<file path="config.mk">
export PLATFORM = sky130hd
export DESIGN_NAME = appr_mul_accum
export DESIGN_NICKNAME = d
export VERILOG_FILES = /design/src/rtl/appr_mul_accum.sv
export SDC_FILE = /design/constraint.sdc
export NUM_CORES = 1
export LEC_CHECK = 0
export CORE_MARGIN = 2
export CORE_UTILIZATION = 55
export DETAILED_ROUTE_END_ITERATION = 16
export GPL_TIMING_DRIVEN = 1
export PLACE_DENSITY = 0.76
export SLEW_MARGIN = 40
export SYNTH_ARGS = -nofsm -noshare
export SYNTH_HDL_FRONTEND = slang
export SYNTH_SLANG_ARGS = --single-unit
</file>
<file path="constraint.sdc">
create_clock -name clk -period 5.9 [get_ports clk]
set_input_delay 0.885 -clock clk [delete_from_list [all_inputs] [get_ports clk]]
set_output_delay 0.885 -clock clk [all_outputs]
set_load 0.005 [all_outputs]
</file>
<file path="src/rtl/appr_mul_accum.sv">
// -----------------------------------------------------------------------------
// appr_mul_accum
//   Sequential stage behind the 16x16 Booth approximate multiplier. It
//   registers each signed product offered on a valid/ready handshake and adds
//   it into a wide signed accumulator. A burst ends on in_last, or when the
//   term counter would reach 2^CNT_W-1. The finished sum, the term count and a
//   sticky overflow flag are then offered on a second valid/ready handshake.
//
//   Optional build macro APPR_ACC_SAT_EN:
//     defined   - an overflowing add clamps to the most positive or most
//                 negative ACC_W value. Later adds continue from the clamp.
//     undefined - the sum wraps modulo 2^ACC_W.
//     The sticky out_ovf flag is produced in both builds.
//
// Ports
//   clk        in   system clock, rising edge
//   rst_n      in   asynchronous active-low reset
//   clr        in   synchronous flush, overrides every other input
//   in_valid   in   product beat valid
//   in_ready   out  stage can accept a beat
//   in_prod    in   [PROD_W] signed product
//   in_last    in   beat is the final term of the burst
//   out_valid  out  accumulated result available
//   out_ready  in   consumer accepts the result
//   out_acc    out  [ACC_W] signed accumulated sum
//   out_terms  out  [CNT_W] number of terms in the sum
//   out_ovf    out  at least one add of the burst overflowed ACC_W
// -----------------------------------------------------------------------------
module appr_mul_accum #(
    parameter int PROD_W = 32,
    parameter int ACC_W  = 40,
    parameter int CNT_W  = 8
) (
    input  logic                     clk,
    input  logic                     rst_n,
    input  logic                     clr,
    input  logic                     in_valid,
    output logic                     in_ready,
    input  logic signed [PROD_W-1:0] in_prod,
    input  logic                     in_last,
    output logic                     out_valid,
    input  logic                     out_ready,
    output logic signed [ACC_W-1:0]  out_acc,
    output logic [CNT_W-1:0]         out_terms,
    output logic                     out_ovf
);

    typedef enum logic [1:0] {
        ST_IDLE  = 2'd0,
        ST_ACCUM = 2'd1,
        ST_DONE  = 2'd2
    } state_t;

    state_t                  r_state;
    logic signed [ACC_W-1:0] r_p_prod;
    logic                    r_p_last;
    logic                    r_p_vld;
    logic signed [ACC_W-1:0] r_acc;
    logic [CNT_W-1:0]        r_cnt;
    logic                    r_ovf;
    logic                    r_out_valid;
    logic signed [ACC_W-1:0] r_out_acc;
    logic [CNT_W-1:0]        r_out_terms;
    logic                    r_out_ovf;

    logic                    w_accept;
    logic signed [ACC_W-1:0] w_prod_ext;
    logic [CNT_W:0]          w_term_num;
    logic                    w_force_last;
    logic signed [ACC_W-1:0] w_sum;
    logic                    w_add_ovf;
    logic signed [ACC_W-1:0] w_acc_next;

    // Two's complement overflow: equal operand signs, different result sign.
    function automatic logic add_ovf(input logic a_msb, input logic b_msb,
                                     input logic s_msb);
        return (a_msb == b_msb) && (s_msb != a_msb);
    endfunction

    // A burst that is closing blocks new beats until its result is taken.
    assign in_ready   = (r_state != ST_DONE) && !(r_p_vld && r_p_last);
    assign w_accept   = in_valid && in_ready;
    assign w_prod_ext = ACC_W'(in_prod);

    // Term number of the beat offered now. The pending stage-1 beat is
    // counted because it is added on the same edge that captures this one.
    assign w_term_num   = (CNT_W+1)'(r_cnt) + (CNT_W+1)'(r_p_vld) + (CNT_W+1)'(1'b1);
    assign w_force_last = (w_term_num == {1'b0, {CNT_W{1'b1}}});

    assign out_valid = r_out_valid;
    assign out_acc   = r_out_acc;
    assign out_terms = r_out_terms;
    assign out_ovf   = r_out_ovf;

    // Adder with overflow detection, then wrap or clamp the next accumulator.
    always_comb begin
        w_sum      = r_acc + r_p_prod;
        w_add_ovf  = add_ovf(r_acc[ACC_W-1], r_p_prod[ACC_W-1], w_sum[ACC_W-1]);
        w_acc_next = w_sum;
`ifdef APPR_ACC_SAT_EN
        if (w_add_ovf) begin
            // The sign of the product shows which way the sum overflowed.
            if (r_p_prod[ACC_W-1]) begin
                w_acc_next = {1'b1, {(ACC_W-1){1'b0}}};
            end else begin
                w_acc_next = {1'b0, {(ACC_W-1){1'b1}}};
            end
        end else begin
            w_acc_next = w_sum;
        end
`else
        w_acc_next = w_sum;
`endif
    end

    // Capture register, accumulator, control FSM and registered result.
    always_ff @(posedge clk or negedge rst_n) begin
        if (!rst_n) begin
            r_state     <= ST_IDLE;
            r_p_prod    <= {ACC_W{1'b0}};
            r_p_last    <= 1'b0;
            r_p_vld     <= 1'b0;
            r_acc       <= {ACC_W{1'b0}};
            r_cnt       <= {CNT_W{1'b0}};
            r_ovf       <= 1'b0;
            r_out_valid <= 1'b0;
            r_out_acc   <= {ACC_W{1'b0}};
            r_out_terms <= {CNT_W{1'b0}};
            r_out_ovf   <= 1'b0;
        end else if (clr) begin
            r_state     <= ST_IDLE;
            r_p_prod    <= {ACC_W{1'b0}};
            r_p_last    <= 1'b0;
            r_p_vld     <= 1'b0;
            r_acc       <= {ACC_W{1'b0}};
            r_cnt       <= {CNT_W{1'b0}};
            r_ovf       <= 1'b0;
            r_out_valid <= 1'b0;
            r_out_acc   <= {ACC_W{1'b0}};
            r_out_terms <= {CNT_W{1'b0}};
            r_out_ovf   <= 1'b0;
        end else begin
            // Stage 1: a captured beat is always consumed on the next edge.
            r_p_vld <= w_accept;
            if (w_accept) begin
                r_p_prod <= w_prod_ext;
                r_p_last <= in_last || w_force_last;
            end

            case (r_state)
                ST_IDLE: begin
                    r_acc <= {ACC_W{1'b0}};
                    r_cnt <= {CNT_W{1'b0}};
                    r_ovf <= 1'b0;
                    if (w_accept) begin
                        r_state <= ST_ACCUM;
                    end
                end
                ST_ACCUM: begin
                    // Stage 2: add the beat captured on the previous edge.
                    if (r_p_vld) begin
                        r_acc <= w_acc_next;
                        r_cnt <= r_cnt + CNT_W'(1'b1);
                        r_ovf <= r_ovf | w_add_ovf;
                        if (r_p_last) begin
                            r_state <= ST_DONE;
                        end
                    end
                end
                ST_DONE: begin
                    // The first DONE cycle loads the result. It is then held
                    // until the consumer accepts it.
                    if (!r_out_valid) begin
                        r_out_valid <= 1'b1;
                        r_out_acc   <= r_acc;
                        r_out_terms <= r_cnt;
                        r_out_ovf   <= r_ovf;
                    end else if (out_ready) begin
                        r_out_valid <= 1'b0;
                        r_state     <= ST_IDLE;
                        r_acc       <= {ACC_W{1'b0}};
                        r_cnt       <= {CNT_W{1'b0}};
                        r_ovf       <= 1'b0;
                    end
                end
                default: begin
                    r_state <= ST_IDLE;
                end
            endcase
        end
    end

endmodule

</file>
==> results.sh, run 1 <==
export IMPL_status="finished clean"
export IMPL_syn_to_final_growth_pct=22.0
export IMPL_io_buffer_count=88
export IMPL_ys_ff_latch=135
export IMPL_power_total_mw=2.12
export IMPL_cts_tree="done"
export IMPL_grt_pass1_vias=5956
export IMPL_async_flop_share=1.00
export IMPL_via_per_inst=5.98
export IMPL_tightest_slew_ns=0.697
export IMPL_cts_made_buffers=17
export IMPL_r2r_setup_slack_ns=2.61
export IMPL_fmaxAchievable_mhz=304
export IMPL_crit_path_end_kind="register"
export IMPL_synthesis_area_um2=7240
export IMPL_synth_compound_area_frac=0.242
export IMPL_numPlacedInstances=986
export IMPL_ys_seq_area_frac=0.467
export IMPL_dp_hpwl_um=12300
export IMPL_rsz0062_at_grt="no"
export IMPL_detail_route_wl_per_cell_um=17.6
export IMPL_synth_top_family_by_area="compound AO/OA/AOI/OAI gates"
export IMPL_cts_root_buf="clkbuf_16"
export IMPL_post_cts_buffers=0
export IMPL_top_usage_layer="met2"
export IMPL_io_pins=89
export IMPL_start_kind="register"
export IMPL_skew_ns=0.00690
export IMPL_crit_chain="ha_1 -> inv_1 -> fa_1 -> nor2b_4 -> o311a_1 -> o21ai_1 -> nand3_1 -> a221oi_2 -> o311ai_2 -> a311oi_2 -> xor2_1 -> a21oi_1"
export IMPL_power_leakage_nw=4.14
export IMPL_hp_class="in2async"
export IMPL_place_ws_ns=2.59
export IMPL_syn_inst=758
export IMPL_r2r_end="r_acc[38]"
export IMPL_gp_congestion=0.982
export IMPL_critPathMaxStageDelay_ns=0.52
export IMPL_clockBufferDepth=2
export IMPL_clkSlewWorstSetupHoldPaths_ns=0.06
export IMPL_fillerInstances=1022
export IMPL_tns_ns=0
export IMPL_diodes=0
export IMPL_r2r_start="r_acc[0]"
export IMPL_fin_area_um2=8830
export IMPL_vdd_drop_max_mv=0.153
export IMPL_cts_resized=0
export IMPL_timing_final_ws_setup_ns=2.61
export IMPL_die_h_um=119
export IMPL_worstSkewPairLatency_ns=0.43
export IMPL_coreArea_um2=12700
export IMPL_drive_gt1_frac=0.0663
export IMPL_layout_common_cells="nand2_1, dfrtp_1, clkdlybuf4s50_1, a21oi_1, o21ai_0"
export IMPL_initial_utilization=0.569
export IMPL_multi_input_area_um2=3690
export IMPL_setup_worst_path_end="r_acc[38]"
export IMPL_antenna_found_initial=0
export IMPL_post_route_util=0.694
export IMPL_drt_pre_antenna_iters=5
export IMPL_grt_overflow=0
export IMPL_grtUsageMet1=0.360
export IMPL_drt_iter0_drc=472
export IMPL_nNetsFinal=914
export IMPL_place_area_um2=8300
export IMPL_finalCritPeriodShare=0.557
export IMPL_hold_violations=0
export IMPL_yosysUniqueCellTypes=54
export IMPL_use_met3=0.0492
export IMPL_worstSetupPathType="reg2reg"
export IMPL_cp_max_fo=5
export IMPL_seq_area_um2=3380
export IMPL_grt_usage=0.264
export IMPL_synthXorXnorAreaFrac=0.0460
export IMPL_crit_path_start="r_acc[0]"
export IMPL_rows=41
export IMPL_drt_wl_total_um=17900
export IMPL_clock_sinks=135
export IMPL_globalRouteMet2Util=0.423
export IMPL_synthFlopType="dfrtp_1"
export IMPL_relSlewSlack=0.534
export IMPL_die_x_um=119
export IMPL_grt_max_degree=70
export IMPL_holdWs_ns=0.446
export IMPL_yosysTopAreaCellShare=0.467
export IMPL_synth_avg_cell_area_um2=9.55
export IMPL_yosysTopAreaCell="dfrtp_1"
export IMPL_syn_num_nets=839
export IMPL_setup_viol=0
export IMPL_synth_edf_count=0
export IMPL_synth_mux_area_fraction=0.00484
export IMPL_required_ns=6.20
export IMPL_ant_nets=0
export IMPL_power_density_nw_per_um2=240
export IMPL_drc=0
export IMPL_cap_violations=0
export IMPL_grt_pass1_wl_um=29800
export IMPL_dieArea_um2=14100
export IMPL_htree_levels=4
export IMPL_rr_worst_depth=12
export IMPL_fin_crit_ns=3.29
export IMPL_synth_area_leaders="dfrtp_1, ha_1, nand2_1"
export IMPL_worstPathArrival_ns=3.59
export IMPL_fin_cells=1017
export IMPL_synthAdderAreaFrac=0.0754
export IMPL_synthSimpleGateAreaFrac=0.138
export IMPL_vias=6081
export IMPL_yosys_warnings=0
export IMPL_cts_hold_buffers=0
export IMPL_cp_slowest_cell="a221oi_2"
export IMPL_slew_viol_final=0
-- cell type report --
type | instances | share of cell area
inverter | 12 | 0.00510
clock inverter | 9 | 0.00595
multi-input combinational | 571 | 0.418
tap | 172 | 0.0244
clock buffer | 22 | 0.0537
timing repair buffer | 96 | 0.110
sequential | 135 | 0.383
-- power by group --
| group | switching, mW | internal (mW) |
|---|---|---|
| sequential | 0.0212 | 0.949 |
| combinational | 0.127 | 0.0774 |
| clock | 0.388 | 0.561 |
| total | 0.536 | 1.59 |
-- sequential cells by signal, summed over array words and instances, names as in the netlist --
name and cells:
out_acc 40, r_acc 40, r_p_prod 32, out_terms 8
r_cnt 8, r_state 2, out_ovf 1, out_valid 1
r_ovf 1, r_p_last 1, r_p_vld 1
-- Yosys cell counts, types with 2 or more instances --
cell type	count
a21o_1	27
a21oi_1	77
a221o_1	2
a22o_1	51
a31oi_1	8
a41oi_1	2
and2_1	4
and3_1	10
clkbuf_1	39
dfrtp_1	135
ha_1	42
inv_1	12
mux2i_1	2
nand2_1	136
nand2b_1	5
nand3_1	14
nand3b_1	2
nand4_1	5
nor2_1	36
nor2b_1	4
nor3_1	7
nor3b_1	2
o211ai_1	2
o21a_1	3
o21ai_0	54
o21ai_1	2
o21bai_1	3
o31ai_1	8
o41ai_1	2
o41ai_2	2
xnor2_1	21
xor2_1	17
-- worst max-delay path: cells and delay by family, from the launching register on --
family                     cells  cell delay [ns]
xor gates and xnor gates       1             0.18
buffers and inverters          1             0.07
DFF                            1             0.41
and+or+nand+nor                2             0.22
adders and majority gates      2             0.43
AOI/OAI and AO/OA              6             1.84
-- cell families (layout without fill, tap and decap cells) --
group | Yosys count | count (layout)
fa+ha+maj | 43 | 43
xor+xnor | 38 | 38
mux | 3 | 3
flops | 135 | 135
simple gates | 230 | 230
compound gates | 257 | 257
buf+inv | 52 | 139
-- layer usage --
metal,wire [um],share of wire
met5,0,0
met4,363,0.020
met3,961,0.054
met2,8600,0.48
met1,7990,0.45
-- how the worst min path moves through the flow --
stage / from / slack, ns / cells after the start / endpoint
floorplan: r_p_vld / 0.44 / 1 / r_state[0]
global placement: r_p_last / 0.46 / 1 / r_state[0]
detailed placement: r_p_last / 0.46 / 1 / r_state[0]
CTS: r_p_last / 0.47 / 1 / r_state[0]
global route: rst_n / 0.50 / 1 / out_acc[6]
finish: rst_n / 0.45 / 1 / out_acc[8]
Power figures use the tool's default switching activity.
==> inputs of run 2 (changes only) <==
--- a/config.mk
+++ b/config.mk
@@ -6,10 +6,10 @@
 export NUM_CORES = 1
 export LEC_CHECK = 0
 export CORE_MARGIN = 2
-export CORE_UTILIZATION = 55
+export CORE_UTILIZATION = 51
 export DETAILED_ROUTE_END_ITERATION = 16
 export GPL_TIMING_DRIVEN = 1
-export PLACE_DENSITY = 0.76
+export PLACE_DENSITY = 0.74
 export SLEW_MARGIN = 40
 export SYNTH_ARGS = -nofsm -noshare
 export SYNTH_HDL_FRONTEND = slang
==> constraint.sdc (replaced) <==
create_clock -name clk -period 2.67 [get_ports clk]
set_input_delay 0.4005 -clock clk [delete_from_list [all_inputs] [get_ports clk]]
set_output_delay 0.4005 -clock clk [all_outputs]
set_load 0.005 [all_outputs]
==> results.sh, run 2 (same netlist as run 1, synthesis figures left out) <==
export IMPL_worstSkewPairLatency_ns=0.43
export IMPL_grt_usage=0.276
export IMPL_syn_to_final_growth_pct=37.8
export IMPL_layout_common_cells="nand2_1, dfrtp_1, buf_4, clkdlybuf4s50_1, a21oi_1"
export IMPL_drt_iter0_drc=441
export IMPL_antenna_found_initial=0
export IMPL_io_buffer_count=88
export IMPL_fin_cells=1120
export IMPL_htree_levels=4
export IMPL_grt_pass1_vias=6679
export IMPL_power_density_nw_per_um2=516
export IMPL_worstPathArrival_ns=3.08
export IMPL_violations="negative setup slack"
export IMPL_io_pins=89
export IMPL_nNetsFinal=1009
export IMPL_drc=0
export IMPL_setup_viol=5
export IMPL_cts_made_buffers=17
export IMPL_relSlewSlack=0.495
export IMPL_cts_tree="done"
export IMPL_skew_ns=0.0108
export IMPL_clockBufferDepth=2
export IMPL_grt_overflow=0
export IMPL_clkSlewWorstSetupHoldPaths_ns=0.06
export IMPL_dp_hpwl_um=13700
export IMPL_hp_class="in2async"
export IMPL_dieArea_um2=15200
export IMPL_grt_max_degree=62
export IMPL_cp_max_fo=4
export IMPL_drt_pre_antenna_iters=6
export IMPL_crit_path_end_kind="register"
export IMPL_numPlacedInstances=1077
export IMPL_slew_viol_final=0
export IMPL_drive_gt1_frac=0.205
export IMPL_vdd_drop_max_mv=0.353
export IMPL_die_x_um=123
export IMPL_start_kind="register"
export IMPL_cap_violations=0
export IMPL_detail_route_wl_per_cell_um=18.0
export IMPL_fin_crit_ns=2.78
export IMPL_hold_violations=0
export IMPL_worstSetupPathType="reg2reg"
export IMPL_via_per_inst=5.83
export IMPL_cts_root_buf="clkbuf_16"
export IMPL_finalCritPeriodShare=1.04
export IMPL_coreArea_um2=13900
export IMPL_initial_utilization=0.522
export IMPL_die_h_um=123
export IMPL_vias=6533
export IMPL_post_route_util=0.719
export IMPL_fmaxAchievable_mhz=360
export IMPL_tightest_slew_ns=0.755
export IMPL_rows=43
export IMPL_place_ws_ns=-0.379
export IMPL_status="finished, violations left"
export IMPL_diodes=0
export IMPL_clock_sinks=135
export IMPL_gp_congestion=0.935
export IMPL_required_ns=2.97
export IMPL_power_leakage_nw=4.73
export IMPL_ant_nets=0
export IMPL_timing_final_ws_setup_ns=-0.107
export IMPL_drt_wl_total_um=20200
export IMPL_rsz0062_at_grt="yes"
export IMPL_grt_pass1_wl_um=32600
[run 2: worst max-delay path: stages (launching register included)]
cell,delay (ns)
dfrtp_1,0.38
ha_2,0.20
inv_2,0.07
fa_2,0.23
nor2b_4,0.05
o311a_4,0.32
o21ai_4,0.20
nand3_2,0.13
a221oi_4,0.41
o311ai_4,0.13
a311oi_2,0.27
xor2_1,0.17
a21oi_1,0.08
[run 2: worst paths after layout]
path / from / depth (start not counted) / slack (ns) / end
setup / recovery: r_p_prod[0] / 12 / -0.11 / r_acc[38]
hold / removal: rst_n / 2 / 0.48 / out_acc[6]
setup reg to reg: r_p_prod[0] / 12 / -0.11 / r_acc[38]
hold reg to reg: r_ovf / 1 / 0.49 / out_ovf
max in group asynchronous: rst_n / 3 / 1.33 / r_p_prod[16]
min in group clk: r_ovf / 1 / 0.49 / out_ovf
[run 2: per-layer routing]
metal  global-route usage  up-vias  wire length [um]
li1                     -     3061                 -
met1                0.347     3194              8610
met2                0.466      230             10100
met3               0.0480       48               990
met4                0.121        0               533
met5                    0        -                 0
[run 2: through the flow]
stage / cell area, um2 / total power, mW / setup TNS [ns] / hold WS (ns)
2_1_floorplan: 7260 / 2.43 / -0.0310 / 0.105
6_report: 9980 / 5.15 / -0.279 / 0.482
5_1_grt: 9980 / 5.33 / -1.66 / 0.518
3_5_place_dp: 8960 / 2.70 / -1.62 / 0.387
3_3_place_gp: 8940 / 2.67 / -0.814 / 0.379
4_1_cts: 9760 / 5.16 / -0.282 / 0.485
[run 2: layout make-up]
cell class	count	area, um2
clock buffer	23	498
multi-input combinational	571	4020
fill	997	3900
sequential	135	3380
clock inverter	8	119
timing repair buffer	191	1690
inverter	12	45.0
tap	180	225
[run 2: repair_timing]
action,CTS,global route
gates resized for setup,30,32
endpoints found under the setup margin,16,20
pin swaps,20,14
hold buffers,1,0
endpoints found under the hold margin,34,0
buffers inserted,6,5
[run 2: where the power goes]
group	internal, mW	switching, mW	total, mW
sequential	2.10	0.0465	2.14
clock	1.58	0.863	2.45
combinational	0.242	0.323	0.564
